===== src/rtl/aes_ark_pkg.sv =====
// rtl/aes_ark_pkg.sv - shared types, defaults and key-slot helper for the AddRoundKey engine
package aes_ark_pkg;

  localparam int AES_DATA_W    = 128;
  localparam int AES128_ROUNDS = 10;

  typedef enum logic [1:0] {
    IDLE    = 2'd0,
    OUT     = 2'd1,
    WAIT_FB = 2'd2
  } ark_state_e;

  // Decryption consumes the key schedule from the last slot back to slot 0.
  function automatic int unsigned key_slot(input logic mode, input int unsigned rnd,
                                           input int unsigned num_rounds);
    return mode ? (num_rounds - rnd) : rnd;
  endfunction

endpackage


===== src/rtl/round_key_file.sv =====
// rtl/round_key_file.sv - round-key register file, one sync write port, one comb read port
module round_key_file
  import aes_ark_pkg::*;
#(
  parameter int DATA_W     = AES_DATA_W,
  parameter int NUM_ROUNDS = AES128_ROUNDS,
  parameter int CNT_W      = 4
) (
  input  logic              clk,
  input  logic              n_rst,
  input  logic              wr_en,
  input  logic [CNT_W-1:0]  wr_idx,
  input  logic [DATA_W-1:0] wr_data,
  input  logic [CNT_W-1:0]  rd_idx,
  output logic [DATA_W-1:0] rd_data
);

  logic [DATA_W-1:0] keys_q [NUM_ROUNDS+1];

  always_ff @(posedge clk or negedge n_rst) begin
    if (!n_rst) begin
      for (int i = 0; i <= NUM_ROUNDS; i++) keys_q[i] <= '0;
    end else if (wr_en) begin
      for (int i = 0; i <= NUM_ROUNDS; i++) begin
        if (wr_idx == CNT_W'(i)) keys_q[i] <= wr_data;
      end
    end
  end

  // Out-of-range indices read as zero rather than aliasing onto a stored slot.
  always_comb begin
    rd_data = '0;
    for (int i = 0; i <= NUM_ROUNDS; i++) begin
      if (rd_idx == CNT_W'(i)) rd_data = keys_q[i];
    end
  end

endmodule


===== src/rtl/aes_round_key_engine.sv =====
// rtl/aes_round_key_engine.sv - sequential AddRoundKey engine, forward or reversed key order
module aes_round_key_engine
  import aes_ark_pkg::*;
#(
  parameter int DATA_W     = AES_DATA_W,
  parameter int NUM_ROUNDS = AES128_ROUNDS,
  parameter int CNT_W      = 4
) (
  input  logic              clk,
  input  logic              n_rst,
  input  logic              clear,
  input  logic              key_wr_en,
  input  logic [CNT_W-1:0]  key_wr_idx,
  input  logic [DATA_W-1:0] key_wr_data,
  output logic              key_wr_drop,
  input  logic              decrypt,
  input  logic              start_valid,
  output logic              start_ready,
  input  logic [DATA_W-1:0] data_in,
  input  logic              fb_valid,
  output logic              fb_ready,
  input  logic [DATA_W-1:0] fb_data,
  output logic              ark_valid,
  input  logic              ark_ready,
  output logic [DATA_W-1:0] ark_data,
  output logic [CNT_W-1:0]  ark_round,
  output logic              ark_last,
  output logic              busy
);

  localparam logic [CNT_W-1:0] LAST_RND = CNT_W'(NUM_ROUNDS);

  ark_state_e        state_q, state_d;
  logic [CNT_W-1:0]  rnd_q, rnd_d;
  logic              mode_q, mode_d;
  logic [DATA_W-1:0] ark_data_q, ark_data_d;
  logic [CNT_W-1:0]  ark_round_q, ark_round_d;
  logic              ark_last_q, ark_last_d;
  logic              ark_valid_q, ark_valid_d;
  logic              key_wr_drop_q, key_wr_drop_d;

  logic [CNT_W-1:0]  sel;
  logic [DATA_W-1:0] key_rd;
  logic              key_wr_ok;
  logic              start_fire, fb_fire, ark_fire, at_last;

  assign start_fire = start_valid && (state_q == IDLE);
  assign fb_fire    = fb_valid && (state_q == WAIT_FB);
  assign ark_fire   = ark_ready && (state_q == OUT);
  assign at_last    = (rnd_q == LAST_RND);
  assign key_wr_ok  = key_wr_en && (state_q == IDLE) && (key_wr_idx <= LAST_RND);

  round_key_file #(
    .DATA_W     (DATA_W),
    .NUM_ROUNDS (NUM_ROUNDS),
    .CNT_W      (CNT_W)
  ) u_keys (
    .clk     (clk),
    .n_rst   (n_rst),
    .wr_en   (key_wr_ok),
    .wr_idx  (key_wr_idx),
    .wr_data (key_wr_data),
    .rd_idx  (sel),
    .rd_data (key_rd)
  );

  always_ff @(posedge clk or negedge n_rst) begin
    if (!n_rst) state_q <= IDLE;
    else        state_q <= state_d;
  end

  always_comb begin
    state_d = state_q;
    if (clear) begin
      state_d = IDLE;
    end else begin
      case (state_q)
        IDLE:    if (start_valid) state_d = OUT;
        OUT:     if (ark_ready)   state_d = at_last ? IDLE : WAIT_FB;
        WAIT_FB: if (fb_valid)    state_d = OUT;
        default: state_d = IDLE;
      endcase
    end
  end

  // In IDLE the mode register is stale, so the start lookup uses the live decrypt input.
  always_comb begin
    start_ready = (state_q == IDLE);
    fb_ready    = (state_q == WAIT_FB);
    busy        = (state_q != IDLE);
    if (state_q == IDLE) sel = CNT_W'(key_slot(decrypt, 32'd0, NUM_ROUNDS));
    else                 sel = CNT_W'(key_slot(mode_q, 32'(rnd_q), NUM_ROUNDS));
  end

  always_comb begin
    rnd_d         = rnd_q;
    mode_d        = mode_q;
    ark_data_d    = ark_data_q;
    ark_round_d   = ark_round_q;
    ark_last_d    = ark_last_q;
    ark_valid_d   = ark_valid_q;
    key_wr_drop_d = key_wr_en && !key_wr_ok;
    if (clear) begin
      rnd_d       = '0;
      ark_valid_d = 1'b0;
      ark_last_d  = 1'b0;
    end else if (start_fire) begin
      mode_d      = decrypt;
      rnd_d       = '0;
      ark_data_d  = data_in ^ key_rd;
      ark_round_d = '0;
      ark_last_d  = (LAST_RND == '0);
      ark_valid_d = 1'b1;
    end else if (ark_fire) begin
      ark_valid_d = 1'b0;
      ark_last_d  = 1'b0;
      rnd_d       = at_last ? '0 : rnd_q + 1'b1;
    end else if (fb_fire) begin
      ark_data_d  = fb_data ^ key_rd;
      ark_round_d = rnd_q;
      ark_last_d  = at_last;
      ark_valid_d = 1'b1;
    end
  end

  always_ff @(posedge clk or negedge n_rst) begin
    if (!n_rst) begin
      rnd_q         <= '0;
      mode_q        <= 1'b0;
      ark_data_q    <= '0;
      ark_round_q   <= '0;
      ark_last_q    <= 1'b0;
      ark_valid_q   <= 1'b0;
      key_wr_drop_q <= 1'b0;
    end else begin
      rnd_q         <= rnd_d;
      mode_q        <= mode_d;
      ark_data_q    <= ark_data_d;
      ark_round_q   <= ark_round_d;
      ark_last_q    <= ark_last_d;
      ark_valid_q   <= ark_valid_d;
      key_wr_drop_q <= key_wr_drop_d;
    end
  end

  assign ark_valid   = ark_valid_q;
  assign ark_data    = ark_data_q;
  assign ark_round   = ark_round_q;
  assign ark_last    = ark_last_q;
  assign key_wr_drop = key_wr_drop_q;

endmodule


===== config.mk =====
export PLATFORM = sky130hd
export DESIGN_NAME = aes_round_key_engine
export DESIGN_NICKNAME = d
export VERILOG_FILES = /design/src/rtl/aes_ark_pkg.sv /design/src/rtl/round_key_file.sv /design/src/rtl/aes_round_key_engine.sv
export SDC_FILE = /design/constraint.sdc
export NUM_CORES = 2
export LEC_CHECK = 0
export CORE_AREA = 2 2 386 388
export DETAILED_ROUTE_END_ITERATION = 16
export DIE_AREA = 0 0 388 390
export PLACE_DENSITY = 0.7
export SETUP_SLACK_MARGIN = 0.3
export SYNTH_ARGS = -nofsm -noshare
export SYNTH_HDL_FRONTEND = slang
export SYNTH_SLANG_ARGS = --single-unit

===== constraint.sdc =====
create_clock -name clk -period 6.1 [get_ports clk]
set_input_delay 1.22 -clock clk [delete_from_list [all_inputs] [get_ports clk]]
set_output_delay 1.22 -clock clk [all_outputs]
set_load 0.05 [all_outputs]

==> results by group <==
Layout
  – Highest-count cells in the layout ignoring fill and taps: 1549 x sky130_fd_sc_hd__dfrtp_1, 1408 x sky130_fd_sc_hd__mux2_2, 532 x sky130_fd_sc_hd__clkdlybuf4s50_1, 338 x sky130_fd_sc_hd__nand2_1, 246 x sky130_fd_sc_hd__nor2_1
  – Area of all sequential standard cells: 38800 um^2
  – Commonest non-fill, non-tap cell in the layout: sky130_fd_sc_hd__dfrtp_1
  – Final nets: 6708
  – Multi-input combinational cell area: 32200 um^2
  – Count of fill cells added during filler insertion: 11900
  – Filler-free cell count of the finished design: 8378
  – Layout-stage area growth over the synthesis result: 16.7%
  – Fraction of final layout cells sized beyond drive strength 1: 29.4%

Clock network
  – Max clock buf depth: 3
  – Insertion delay of the later-clocked pin in the worst-skew pair: 0.80 ns
  – Root cell of the clock tree: sky130_fd_sc_hd__clkbuf_16
  – Hold bufs inserted after CTS: 0
  – PostCTS Resize Cnt: 0
  – H-tree level count: 4
  – Post-CTS setup-driven buffer insertion count: 0
  – Clock net sink count: 1550
  – TritonCTS clock tree: done
  – Total CTS buffers: 162
  – Clock-pin slew on the worst setup and hold paths: 0.06 ns

Yosys
  – Post-synthesis average cell area: 12.0 um^2
  – Mapped Nets: 6515
  – Post-synth cell types: 84
  – Synth warn: 0
  – Share of the yosys chip area belonging to registers: 52.9%
  – Ranking of synthesized cells by area: sky130_fd_sc_hd__dfrtp_1 53%, sky130_fd_sc_hd__mux2_2 22%, sky130_fd_sc_hd__clkbuf_1 2.1%
  – Post-synth ARST share: 100%
  – Most used flip-flop cell after synthesis: sky130_fd_sc_hd__dfrtp_1
  – Yosys top cell area share: 52.9%
  – Synthesis-stage register bit count: 1550
  – Gate Count Post-Synth: 6117
  – Post-synth EDFFs: 0
  – Syn Std Cell Area: 73300 um^2
  – Cell type contributing the most total cell area after synthesis: sky130_fd_sc_hd__dfrtp_1

GRT
  – First-pass GRT wire length: 359000 um
  – Met2 capacity usage during global routing: 48.6%
  – Met1 Use GR: 42.3%
  – Layer with the highest usage after global routing: met2
  – Largest net degree at the start of global routing: 176
  – Overflow left after global routing: 0
  – Via count of the first global-routing pass: 54700
  – Met3 track utilization from global routing: 8.05%
  – Number of antenna violations at the first check in global routing: 34
  – Total routing usage reported by global routing: 31.5%

STA
  – Hold violation count in the final report: 0
  – Worst-case setup margin in the final layout: 0.968 ns
  – Final setup violating endpoints: 0
  – Largest clock skew in the final design: 0.0287 ns
  – Max Clock Freq: 0.195 GHz
  – Worst-case hold slack: 0.426 ns
  – Slew margin rel.: 15.2%
  – Setup TNS: 0 ns
  – Slew at the pin with the worst max-slew slack: 1.27 ns
  – Setup repair after global routing missed its margin: false
  – Number of slew-limit violations in the final report: 0
  – Crit share post-route: 84.1%
  – Min cycle time layout: 5.13 ns

Setup path
  – Worst R2R Start: rnd_q[1]$_DFFE_PN0P_
  – Kind of cell adding the most delay to the critical path: buffers and inverters
  – Critical Path Source Type: flip-flop
  – Register-to-register path setup slack: 1.07 ns
  – Maximum fanout along the worst path: 19
  – Max stage delay on crit path: 0.87 ns
  – Master of the slowest instance on the critical path: sky130_fd_sc_hd__dfrtp_1
  – Required time at the endpoint of the critical path: 4.88 ns
  – Logic depth of the worst register-to-register path: 10
  – Setup Crit Path Kind: flip-flop to output pin
  – Endpoint of the worst register-to-register path: ark_data[111]$_DFFE_PN0P_
  – Endpoint arrival time on the critical path: 3.91 ns
  – Setup crit end kind: output pin
  – Cells traversed along the worst timing path: or2_1, clkinv_2, buf_4, clkdlybuf4s50_1
  – Worst path buffer plus inverter count: 3

Route
  – Final routed wirelength across all metal layers: 242000 um
  – Wire length per cell: 28.9 um
  – Via-per-instance ratio: 6.54
  – Initial drt markers: 5622
  – Drc violations: 0
  – 1st-pass router iterations: 6
  – Vias post-DR: 54800
  – Antenna violation net count after detailed routing: 0

Placed design
  – Placed wire-length estimate: 139000 um
  – Count of port buffers added during placement: 533
  – Placed cell count: 8076
  – Pre-CTS setup slack: 1.19 ns
  – Final GP Congestion: 0.846

Status
  – Status: finished, final reports clean

Floorplan
  – Overall die area: 151000 um^2
  – Die width: 388 um
  – Boundary pin count: 534
  – Vertical extent of the die: 390 um
  – Core ar.: 147000 um^2
  – Initial standard-cell utilization of the core: 49.8%
  – Standard-cell rows: 141

Run
  – # Max-Cap Violations: 0

Power
  – Leakage: 35.9 nW
  – Ratio of total power to cell area: 377 nW/um^2
  – Total power after layout: 32.3 mW
  – Worst VDD drop: 0.000342 V

Hold path
  – Worst min-delay path category: input port to async pin
[power by group]
group | switching, mW | internal, mW | total [mW] | leakage (nW)
Clock | 4.13 | 5.87 | 10.0 | 2.61
Sequential | 1.62 | 13.0 | 14.6 | 19.3
Combinational | 4.18 | 3.49 | 7.66 | 14.0
[synth_stat cells, types with 103 or more instances]
master and number:
sky130_fd_sc_hd__nand2_1 346, sky130_fd_sc_hd__dfrtp_1 1550, sky130_fd_sc_hd__o21ai_0 141, sky130_fd_sc_hd__clkbuf_1 419, sky130_fd_sc_hd__a211oi_1 124, sky130_fd_sc_hd__mux2i_1 125
sky130_fd_sc_hd__nand3_1 122, sky130_fd_sc_hd__nor2_1 255, sky130_fd_sc_hd__a22oi_1 103, sky130_fd_sc_hd__buf_2 162, sky130_fd_sc_hd__mux2_2 1408, sky130_fd_sc_hd__a21oi_1 235
[layer usage]
metal / wire length [um] / vias to the layer above
met5: 183 / -
met4: 9600 / 28
met3: 22700 / 598
met2: 111000 / 2769
met1: 99100 / 28400
li1: - / 23000
[registers in the layout (all words and copies together), names as in the netlist]
register,count
ark_round,4
ark_data,128
rnd_q,4
u_keys.keys_q,1408
ark_last,1
state_q,2
mode_q,1
ark_valid,1
key_wr_drop,1
[worst reg2reg max path: stages, from the launching register on]
cell and delay (ns):
sky130_fd_sc_hd__dfrtp_1 0.81, sky130_fd_sc_hd__ha_1 0.49, sky130_fd_sc_hd__and4b_1 0.25, sky130_fd_sc_hd__a211oi_2 0.71, sky130_fd_sc_hd__o21ai_4 0.50, sky130_fd_sc_hd__nand2_4 0.71, sky130_fd_sc_hd__buf_4 0.48, sky130_fd_sc_hd__o221ai_1 0.20
sky130_fd_sc_hd__a31oi_1 0.43, sky130_fd_sc_hd__xor2_1 0.20, sky130_fd_sc_hd__o21ai_0 0.09
[stage by stage]
stage | instance area, um^2 | util (%)
2_1_floorplan | 73300 | -
3_3_place_gp | 80200 | 54.5
3_5_place_dp | 80200 | 54.5
4_1_cts | 85500 | 58.1
5_1_grt | 85500 | 58.1
6_report | 85500 | 58.1
[cells by family after synthesis]
group	count (synthesis)	synth area share (%)
flip-flops	1550	52.9
adder cells (fa/ha/maj)	2	0.0341
buffers and inverters	637	3.63
multiplexers	1535	23.4
AO/OA/AOI/OAI	1381	13.3
XOR/XNOR	110	1.31
AND/OR/NAND/NOR	902	5.39
[layout make-up]
type,instances,area share (%)
Tap cell,1930,2.82
Timing Repair Buffer,659,7.85
Sequential cell,1550,45.4
Clock buffer,248,5.66
Multi-Input combinational cell,3930,37.7
Antenna cell,18,0.0527
Inverter,7,0.0322
Clock inverter,36,0.554
[how the worst max path moves through the flow]
stage,from,to,slack (ns),depth (start not counted)
floorplan,rnd_q[0]$_DFFE_PN0P_,ark_data[105]$_DFFE_PN0P_,2.62,14
global placement,decrypt,ark_data[91]$_DFFE_PN0P_,1.22,9
detailed placement,decrypt,ark_data[89]$_DFFE_PN0P_,1.19,9
CTS,state_q[0]$_DFFE_PN0P_,start_ready,1.11,4
global route,state_q[0]$_DFFE_PN0P_,start_ready,0.99,4
finish,state_q[0]$_DFFE_PN0P_,start_ready,0.97,4
Power figures use the tool's default switching activity.
